`src/rtl/wb_port_arbiter_if.sv`:
```
`default_nettype none
// +------------------------------------------------------------------+
// | wb_port_arbiter_if                                               |
// | Bundle of pipeline writeback, md-unit result and regfile write   |
// | port signals shared by the writeback-port arbiter.               |
// | Rev 1.0 - initial release                                        |
// +------------------------------------------------------------------+
interface wb_port_arbiter_if #(
  parameter int CNT_W = 16
);
  logic             wb_valid;
  logic [4:0]       wb_rd;
  logic [31:0]      wb_data;
  logic             md_req;
  logic [4:0]       md_rd;
  logic [31:0]      md_data;
  logic             md_ack;
  logic             stall;
  logic             rf_we;
  logic [4:0]       rf_addr;
  logic [31:0]      rf_data;
  logic [CNT_W-1:0] stall_cnt;

  // Requester side: pipeline writeback and md unit drive requests,
  // observe the handshake and the registered write port.
  modport master (
    output wb_valid, wb_rd, wb_data, md_req, md_rd, md_data,
    input  md_ack, stall, rf_we, rf_addr, rf_data, stall_cnt
  );

  // Arbiter side.
  modport slave (
    input  wb_valid, wb_rd, wb_data, md_req, md_rd, md_data,
    output md_ack, stall, rf_we, rf_addr, rf_data, stall_cnt
  );
endinterface
`default_nettype wire

```
`src/rtl/wb_port_arbiter.sv`:
```
`default_nettype none
// +------------------------------------------------------------------+
// | wb_port_arbiter                                                  |
// | Shares the single regfile write port between the pipeline        |
// | writeback stage (priority) and the multiply/divide unit. An md   |
// | result denied MAX_WAIT times is forced through by stalling the   |
// | pipeline for one cycle. Keeps a saturating stall-cycle counter.  |
// | Rev 1.0 - initial release                                        |
// +------------------------------------------------------------------+
module wb_port_arbiter #(
  parameter int MAX_WAIT = 4,
  parameter int CNT_W    = 16
) (
  input  logic              clock,
  input  logic              reset,
  wb_port_arbiter_if.slave  bus
);

  typedef enum logic [0:0] {
    S_IDLE = 1'b0,
    S_WAIT = 1'b1
  } state_t;

  localparam logic [3:0]       MAX_WAIT_C = 4'(MAX_WAIT);
  localparam logic [CNT_W-1:0] CNT_MAX    = {CNT_W{1'b1}};

  state_t           state;
  logic [3:0]       wait_cnt;
  logic             rf_we_q;
  logic [4:0]       rf_addr_q;
  logic [31:0]      rf_data_q;
  logic [CNT_W-1:0] stall_cnt_q;

  logic wb_eff;
  logic md_eff;
  logic md_zero;
  logic starved;
  logic grant_md;
  logic stall_now;

  // Request qualification and grant decision; r0 writes are dropped,
  // and a starved md request overrides pipeline priority.
  always_comb begin
    wb_eff    = bus.wb_valid && (bus.wb_rd != 5'd0);
    md_eff    = bus.md_req && (bus.md_rd != 5'd0);
    md_zero   = bus.md_req && (bus.md_rd == 5'd0);
    starved   = (state == S_WAIT) && (wait_cnt == MAX_WAIT_C);
    grant_md  = md_eff && (!wb_eff || starved);
    stall_now = grant_md && wb_eff && !reset;
  end

  assign bus.md_ack    = (grant_md || md_zero) && !reset;
  assign bus.stall     = stall_now;
  assign bus.rf_we     = rf_we_q;
  assign bus.rf_addr   = rf_addr_q;
  assign bus.rf_data   = rf_data_q;
  assign bus.stall_cnt = stall_cnt_q;

  // Denial tracking: count consecutive denials of a live md request;
  // a grant or a dropped request clears the history.
  always_ff @(posedge clock or posedge reset) begin
    if (reset) begin
      state    <= S_IDLE;
      wait_cnt <= 4'd0;
    end else if (grant_md || !md_eff) begin
      state    <= S_IDLE;
      wait_cnt <= 4'd0;
    end else begin
      state    <= S_WAIT;
      wait_cnt <= (state == S_IDLE) ? 4'd1 : wait_cnt + 4'd1;
    end
  end

  // Registered write port; address/data hold when nothing is written.
  always_ff @(posedge clock or posedge reset) begin
    if (reset) begin
      rf_we_q   <= 1'b0;
      rf_addr_q <= 5'd0;
      rf_data_q <= 32'd0;
    end else if (grant_md) begin
      rf_we_q   <= 1'b1;
      rf_addr_q <= bus.md_rd;
      rf_data_q <= bus.md_data;
    end else if (wb_eff) begin
      rf_we_q   <= 1'b1;
      rf_addr_q <= bus.wb_rd;
      rf_data_q <= bus.wb_data;
    end else begin
      rf_we_q   <= 1'b0;
    end
  end

  // Saturating count of pipeline stall cycles.
  always_ff @(posedge clock or posedge reset) begin
    if (reset) begin
      stall_cnt_q <= '0;
    end else if (stall_now && (stall_cnt_q != CNT_MAX)) begin
      stall_cnt_q <= stall_cnt_q + 1'b1;
    end
  end

endmodule
`default_nettype wire

```
`src/flat_wrapper.sv`:
```
// flat-port wrapper written by rule: the top's interface ports become plain ports
module wb_port_arbiter_flat 
#(
  parameter int MAX_WAIT = 4,
  parameter int CNT_W    = 16
)
  (clock, reset, bus_wb_valid, bus_wb_rd, bus_wb_data, bus_md_req, bus_md_rd, bus_md_data, bus_md_ack, bus_stall, bus_rf_we, bus_rf_addr, bus_rf_data, bus_stall_cnt);
  wb_port_arbiter_if #(.CNT_W(CNT_W)) bus_i ();
  input  logic clock;
  input  logic reset;
  input wire logic [$bits(bus_i.wb_valid)-1:0] bus_wb_valid;
  input wire logic [$bits(bus_i.wb_rd)-1:0] bus_wb_rd;
  input wire logic [$bits(bus_i.wb_data)-1:0] bus_wb_data;
  input wire logic [$bits(bus_i.md_req)-1:0] bus_md_req;
  input wire logic [$bits(bus_i.md_rd)-1:0] bus_md_rd;
  input wire logic [$bits(bus_i.md_data)-1:0] bus_md_data;
  output wire logic [$bits(bus_i.md_ack)-1:0] bus_md_ack;
  output wire logic [$bits(bus_i.stall)-1:0] bus_stall;
  output wire logic [$bits(bus_i.rf_we)-1:0] bus_rf_we;
  output wire logic [$bits(bus_i.rf_addr)-1:0] bus_rf_addr;
  output wire logic [$bits(bus_i.rf_data)-1:0] bus_rf_data;
  output wire logic [$bits(bus_i.stall_cnt)-1:0] bus_stall_cnt;
  assign bus_i.wb_valid = bus_wb_valid;
  assign bus_i.wb_rd = bus_wb_rd;
  assign bus_i.wb_data = bus_wb_data;
  assign bus_i.md_req = bus_md_req;
  assign bus_i.md_rd = bus_md_rd;
  assign bus_i.md_data = bus_md_data;
  assign bus_md_ack = bus_i.md_ack;
  assign bus_stall = bus_i.stall;
  assign bus_rf_we = bus_i.rf_we;
  assign bus_rf_addr = bus_i.rf_addr;
  assign bus_rf_data = bus_i.rf_data;
  assign bus_stall_cnt = bus_i.stall_cnt;
  wb_port_arbiter #(.MAX_WAIT(MAX_WAIT), .CNT_W(CNT_W)) u_core (.clock(clock), .reset(reset), .bus(bus_i));
endmodule
```
`config.mk`:
```
export PLATFORM = sky130hd
export DESIGN_NAME = wb_port_arbiter_flat
export DESIGN_NICKNAME = d
export VERILOG_FILES = /design/src/rtl/wb_port_arbiter_if.sv /design/src/rtl/wb_port_arbiter.sv /design/src/flat_wrapper.sv
export SDC_FILE = /design/constraint.sdc
export NUM_CORES = 1
export LEC_CHECK = 0
export CAP_MARGIN = 20
export CORE_ASPECT_RATIO = 0.6
export CORE_UTILIZATION = 40
export CTS_CLUSTER_DIAMETER = 30
export CTS_CLUSTER_SIZE = 16
export DETAILED_ROUTE_END_ITERATION = 12
export PLACE_DENSITY_LB_ADDON = 0.2
export SLEW_MARGIN = 15
export SYNTH_ARGS = -nofsm -noshare
export SYNTH_HDL_FRONTEND = slang
export SYNTH_SLANG_ARGS = --single-unit
```
`constraint.sdc`:
```
create_clock -name clock -period 3 [get_ports clock]
set_input_delay 0.3 -clock clock [delete_from_list [all_inputs] [get_ports clock]]
set_output_delay 0.3 -clock clock [all_outputs]
set_load 0.01 [all_outputs]
```
==> key figures, run 1 <==
Floorplan
  – Die Area: 6970 µm²
  – # IOs: 134
  – Core footprint: 6250 µm²
  – Starting density of the core: 42.4%
  – Row count: 22
  – Die width: 107 µm
  – Die height: 65.1 µm

Logic synthesis
  – Synth Net Count: 341
  – EDFF count, synth: 0
  – Top FF cell, synth: dfrtp_1
  – Synth Instances: 260
  – Sequential area share after synthesis: 55.7%
  – Synth Register Bits: 59
  – Share of flip-flops with an asynchronous set or reset: 100%
  – Synthesized cell area: 2650 µm²
  – Distinct cells, synth: 28
  – Ys Warns: 0
  – Avg Cell Area, Syn: 10.2 µm²

Outcome
  – Status: completed

Clock tree
  – TritonCTS Buffers: 9
  – Clock Path Buffers: 2
  – CTS Root Cell: clkbuf_8
  – TritonCTS clock tree: yes
  – Worst skew pair latency: 0.33 ns
  – Cts repair resizes: 0
  – CTS clk-pin slew, worst paths: 0.06 ns
  – Post-CTS Hold Buffers: 0
  – Post-CTS setup buffer count: 0
  – Clock sinks: 59
  – Htree depth: 3

Global routing
  – GRT overflow: 0
  – Antenna violations before repair: 0
  – First-pass GRT wire length: 11500 µm
  – Vias in the first global route: 2351
  – Largest net degree at the start of global routing: 60
  – Total track usage: 22.2%

Layout
  – Area grow syn2layout: 59.1%
  – Fillers: 513
  – Share of layout cells above drive strength 1: 6.50%
  – Footprint of the multi-input gates: 1080 µm²
  – # diodes: 0
  – Storage element area: 1480 µm²
  – Commonest non-fill, non-tap cell in the layout: clkdlybuf4s50_1
  – Commonest non-fill, non-tap cells in the layout: clkdlybuf4s50_1 (133), nand2_1 (79), dfrtp_1 (59)
  – Final net count: 477

Timing
  – Final Max Tran Viols: 0
  – Fin crit share: 83.7%
  – Worst setup margin: 0.490 ns
  – Hold violation total from the final report: 0
  – Final setup violation count: 0
  – Least-Margin Pin Slew: 0.725 ns
  – Worst rel slew slack: 51.7%
  – Clock skew: 0.00495 ns
  – Sum Neg Setup Slack: 0 ns
  – RSZ-0062 raised after global routing: false
  – Peak Freq: 0.398 GHz
  – Period minus WS final: 2.51 ns

Pwr
  – VDD IR max: 0.292 mV
  – Power consumption: 0.00185 W
  – Cell Pwr Density: 438 nW/µm²
  – Leakage power: 1.86 nW

Routing
  – DRT Wirelength: 7110 µm
  – Total number of vias: 2428
  – DRT iter0 DRCs: 73
  – Post-route ant nets: 0
  – Average vias per placed instance: 5.02
  – # DRC: 0
  – First-pass DRT Iterations: 4
  – DR WL/cell: 14.7 µm

Min path
  – Hold Crit Depth: 2
  – Hold Path Sink: u_core.bus.rf_data[23]
  – Worst Hold Class: flop to flop
  – HP Start: u_core.bus.rf_data[23]

Setup path
  – Launching point of the worst reg2reg path: u_core.wait_cnt[0]
  – Crit end category: primary output
  – CP max FO: 4
  – R2R setup slack: 0.99 ns
  – Worst EP required: 2.70 ns
  – Reg2reg end: u_core.bus.stall_cnt[1]
  – Critical path type: input port to primary output
  – R2R cell count: 7
  – Worst Setup Start Kind: input port
  – CP arrival: 2.21 ns

Placed design
  – Routability-driven placement congestion ratio: 0.759
  – DP HPWL: 5130 µm
  – Dpl ws: 0.508 ns
  – PortBufs: 133

Flow run
  – Max Cap Violations: 0
[logic make-up after synthesis]
logic type	Yosys count	share of synthesized area, %
adders and majority gates	3	1.42
muxes	1	0.425
buffers and inverters	17	3.63
and+or+nand+nor	121	21.0
AOI/OAI and AO/OA	42	12.3
DFF	59	55.7
xor gates and xnor gates	17	5.62
[through the flow]
stage                     hold slack, ns  utilization [%]  instances  cell area [µm²]
after floorplan                    0.428                -        260             2650
after CTS                          0.476             67.5        484             4220
after detailed placement           0.461             65.0        469             4060
after global placement             0.457             65.0        469             4060
after global routing               0.491             67.5        484             4220
final                              0.472             67.5        484             4220
[layout make-up]
cell class	instances	area share (%)
clock buffers	12	3.44
repair buffers	138	32.7
multi-input cells	184	25.6
inverters	4	0.356
clock inverters	3	0.356
well taps	84	2.49
flip-flops and latches	59	35.0
[metal layers]
| layer | GRT usage [%] | routed length [µm] | vias to the layer above |
|---|---|---|---|
| li1 | - | - | 1177 |
| met1 | 29.8 | 3250 | 1156 |
| met2 | 31.9 | 3200 | 93 |
| met3 | 10.9 | 632 | 2 |
| met4 | 5.14 | 27 | 0 |
| met5 | 0 | 0 | - |
[worst max-delay path: stages]
cell             delay (ns)
clkdlybuf4s50_1        0.43
or4_4                  0.56
o211ai_2               0.23
nor2_1                 0.07
nor2_1                 0.09
clkdlybuf4s50_1        0.54
[cell usage after synthesis, types with 2 or more instances]
library cell / count / area [µm²]
nand2_1: 79 / 297
dfrtp_1: 59 / 1480
a22oi_1: 37 / 278
xnor2_1: 16 / 140
and3_1: 9 / 56.3
nand3_1: 9 / 45.0
buf_4: 7 / 52.6
nand4_1: 6 / 37.5
nor2_1: 6 / 22.5
buf_2: 5 / 25.0
and2_1: 4 / 25.0
ha_1: 3 / 37.5
inv_1: 3 / 11.3
and4_1: 2 / 17.5
o21ai_2: 2 / 17.5
[power breakdown]
group / leakage, nW / internal [W] / switching, W / total [W]
clock: 0.0860 / 0.000314 / 0.000287 / 0.000600
sequential: 0.751 / 0.000850 / 0.0000296 / 0.000879
combinational: 1.02 / 0.000218 / 0.000150 / 0.000368
[state kept, by name, summed over array words and instances, names as in the netlist]
signal	flops
u_core.state	1
u_core.wait_cnt	4
u_core.bus.rf_data	32
u_core.bus.stall_cnt	16
u_core.bus.rf_addr	5
u_core.bus.rf_we	1
[worst max path at each step]
stage / start / endpoint / depth (start not counted)
floorplan: reset / u_core.bus.stall_cnt[9] / 6
global placement: bus_wb_rd[0] / bus_md_ack / 6
detailed placement: bus_wb_rd[0] / bus_md_ack / 6
CTS: bus_wb_rd[0] / bus_md_ack / 6
global route: bus_wb_rd[0] / bus_md_ack / 6
finish: bus_wb_rd[0] / bus_md_ack / 6
Note: power is estimated with default switching activity, not from simulation.
==> inputs of run 2 (changes only) <==
CORE_UTILIZATION = 36   (was 40)
clock period = 2.3 ns   (was 3 ns; I/O delays follow)
==> run 2 against run 1 <==
Core utilization shrank 2.7 points; total power grew 53%; global-route usage decreased by 0.67 points; first-iteration DRC count rose by 70%; register-to-register slack worse by 0.63 ns; die area grew 11%; critical endpoint unchanged; largest cell class is now non-clock buffers.
==> key figures, run 2 (synthesized netlist as in run 1, its figures left out) <==
Min path
  – Hold Crit Depth: 2 (unchanged)
  – Worst Hold Class: flop to flop (unchanged)
  – Hold Path Sink: u_core.bus.rf_data[11] (was u_core.bus.rf_data[23])
  – HP Start: u_core.bus.rf_data[11] (was u_core.bus.rf_data[23])

Routing
  – # DRC: 0 (unchanged)
  – Total number of vias: 2446 (was 2428)
  – DRT iter0 DRCs: 124 (was 73)
  – First-pass DRT Iterations: 5 (was 4)
  – DR WL/cell: 14.8 µm (was 14.7 µm)
  – DRT Wirelength: 7470 µm (was 7110 µm)
  – Post-route ant nets: 0 (unchanged)
  – Average vias per placed instance: 4.86 (was 5.02)

Setup path
  – R2R cell count: 7 (unchanged)
  – CP arrival: 1.94 ns (was 2.21 ns)
  – Crit path cell chain: clkdlybuf4s50_1, or4_4, buf_4, o211ai_2, nor2_1, nor2_1, dlygate4sd2_1 (was clkdlybuf4s50_1, or4_4, o211ai_2, nor2_1, nor2_1, clkdlybuf4s50_1)
  – R2R setup slack: 0.36 ns (was 0.99 ns)
  – Crit end category: primary output (unchanged)
  – Cell mode on critical path: nor2_1
  – Launching point of the worst reg2reg path: u_core.wait_cnt[0] (unchanged)
  – Worst EP required: 2.07 ns (was 2.70 ns)
  – Slowest-stage cell, CP: or4_4 (unchanged)
  – CP max stage delay: 0.55 ns (was 0.56 ns)
  – Reg2reg end: u_core.bus.stall_cnt[1] (unchanged)
  – Critical path type: input port to primary output (unchanged)
  – Worst Setup Start Kind: input port (unchanged)
  – CP max FO: 2 (was 4)

Clock tree
  – Clock sinks: 59 (unchanged)
  – Clock Path Buffers: 2 (unchanged)
  – Post-CTS Hold Buffers: 0 (unchanged)
  – Htree depth: 3 (unchanged)
  – CTS clk-pin slew, worst paths: 0.05 ns (was 0.06 ns)
  – CTS Root Cell: clkbuf_16 (was clkbuf_8)
  – TritonCTS clock tree: yes (unchanged)
  – Worst skew pair latency: 0.32 ns (was 0.33 ns)
  – TritonCTS Buffers: 9 (unchanged)

Global routing
  – Vias in the first global route: 2496 (was 2351)
  – Antenna violations before repair: 0 (unchanged)
  – First-pass GRT wire length: 12300 µm (was 11500 µm)
  – Largest net degree at the start of global routing: 60 (unchanged)
  – GRT overflow: 0 (unchanged)
  – Total track usage: 21.5% (was 22.2%)

Layout
  – Footprint of the multi-input gates: 1090 µm² (was 1080 µm²)
  – Share of layout cells above drive strength 1: 10.1% (was 6.50%)
  – Final net count: 493 (was 477)
  – # diodes: 0 (unchanged)
  – Post-Layout Inst Area: 4480 µm² (was 4220 µm²)
  – Number of flip-flops in the largest register: 32 (unchanged)
  – Commonest non-fill, non-tap cells in the layout: clkdlybuf4s50_1 (131), nand2_1 (79), dfrtp_1 (59) (was clkdlybuf4s50_1 (133), nand2_1 (79), dfrtp_1 (59))
  – Fillers: 550 (was 513)
  – Commonest non-fill, non-tap cell in the layout: clkdlybuf4s50_1 (unchanged)
  – Storage element area: 1480 µm² (unchanged)
  – Area grow syn2layout: 68.9% (was 59.1%)

Pwr
  – Cell Pwr Density: 632 nW/µm² (was 438 nW/µm²)
  – Combinational Power Share: 17.8% (was 19.9%)
  – Leakage power: 2.00 nW (was 1.86 nW)
  – VDD IR max: 0.318 mV (was 0.292 mV)
  – Reg power frac: 40.5% (was 47.6%)
  – Clock power share: 41.7% (was 32.5%)
  – Switching share of power: 23.8% (was 25.2%)
  – Pint: 0.00216 W (was 0.00138 W)
  – Power consumption: 0.00283 W (was 0.00185 W)
  – Switching power: 0.000672 W (was 0.000466 W)

Placed design
  – DP HPWL: 5490 µm (was 5130 µm)
  – PortBufs: 133 (unchanged)
  – Dpl cell area: 4200 µm² (was 4060 µm²)
  – Routability-driven placement congestion ratio: 0.834 (was 0.759)

Flow run
  – Max Cap Violations: 0 (unchanged)

Timing
  – Peak Freq: 0.461 GHz
  – Least-Margin Pin Slew: 0.732 ns (was 0.725 ns)
  – Final Max Tran Viols: 0 (unchanged)
  – Worst Hold Margin: 0.469 ns (was 0.472 ns)
  – RSZ-0062 raised after global routing: false (unchanged)
  – Fin crit share: 94.4%
  – Hold violation total from the final report: 0 (unchanged)
  – Clock skew: 0.00562 ns (was 0.00495 ns)
  – Period minus WS final: 2.17 ns
  – Worst rel slew slack: 51.2% (was 51.7%)
  – Final setup violation count: 0 (unchanged)

Floorplan
  – Die height: 68.5 µm (was 65.1 µm)
  – Die Area: 7720 µm² (was 6970 µm²)
  – Core footprint: 6910 µm² (was 6250 µm²)
  – Starting density of the core: 38.4% (was 42.4%)
  – Row count: 23 (was 22)
  – # IOs: 134 (unchanged)
  – Die width: 113 µm (was 107 µm)

Outcome
  – Status: completed (unchanged)
## run 2: cell types whose count changed in the layout (fill, tap and decap cells not counted)
cell and change:
nor4_4 +1, buf_12 +2, buf_4 +14, inv_2 -1
dlygate4sd2_1 +2, clkbuf_16 +9, clkbuf_8 -9, clkinvlp_4 +1
nor4_2 -1, clkdlybuf4s50_1 -2
## run 2: layout make-up
type	count	share of cell area [%]
clock buffer	12	5.50
clock inverter	3	0.335
inverter	4	0.419
multi-input combinational	184	24.3
sequential	59	33.0
tap	87	2.43
timing repair buffer	154	34.0
## run 2: through the flow
step           utilization (%)  setup slack, ns  instances  TNS, ns
6_report                  64.9            0.129        503        0
5_1_grt                   64.9           0.0505        503        0
4_1_cts                   64.9            0.124        503        0
3_5_place_dp              60.9           -0.418        487    -2.57
3_3_place_gp              60.9           -0.417        487    -1.78
2_1_floorplan                -            0.158        260        0
## run 2: worst max path at each step
stage,slack [ns],to,start,depth (start not counted)
after floorplan,0.16,u_core.bus.stall_cnt[9],reset,6
after global placement,-0.42,bus_stall,bus_wb_rd[0],5
after detailed placement,-0.42,bus_stall,bus_wb_rd[2],5
after CTS,0.12,bus_md_ack,bus_wb_rd[0],7
after global routing,0.05,bus_md_ack,bus_md_rd[0],6
final,0.13,bus_md_ack,bus_wb_rd[0],7
## run 2: worst max-delay path, delay by kind of cell
kind | cells | cell delay [ns]
buffers and inverters | 3 | 0.85
AND/OR/NAND/NOR | 3 | 0.69
AO/OA/AOI/OAI | 1 | 0.16
## run 2: metal layers
layer	wire [µm]	GRT usage, %	up-vias	part of all wire (%)
met5	0	0	-	0
met4	85	8.50	0	1.1
met3	626	7.53	7	8.4
met2	3370	35.3	91	45
met1	3380	26.4	1139	45
li1	-	-	1209	-
## run 2: what timing repair did
item | in CTS | in global routing
setup buffers | 1 | 0
endpoints found under the setup margin | 2 | 0
gates resized for setup | 3 | 0
## run 2: power by group through the flow
stage	logic [W]	clock network (W)	registers [W]
6_report	0.000503	0.00118	0.00115
5_1_grt	0.000547	0.00126	0.00116
4_1_cts	0.000511	0.00122	0.00115
3_5_place_dp	0.000507	0	0.00116
3_3_place_gp	0.000502	0	0.00116
2_1_floorplan	0.000135	0	0.00120
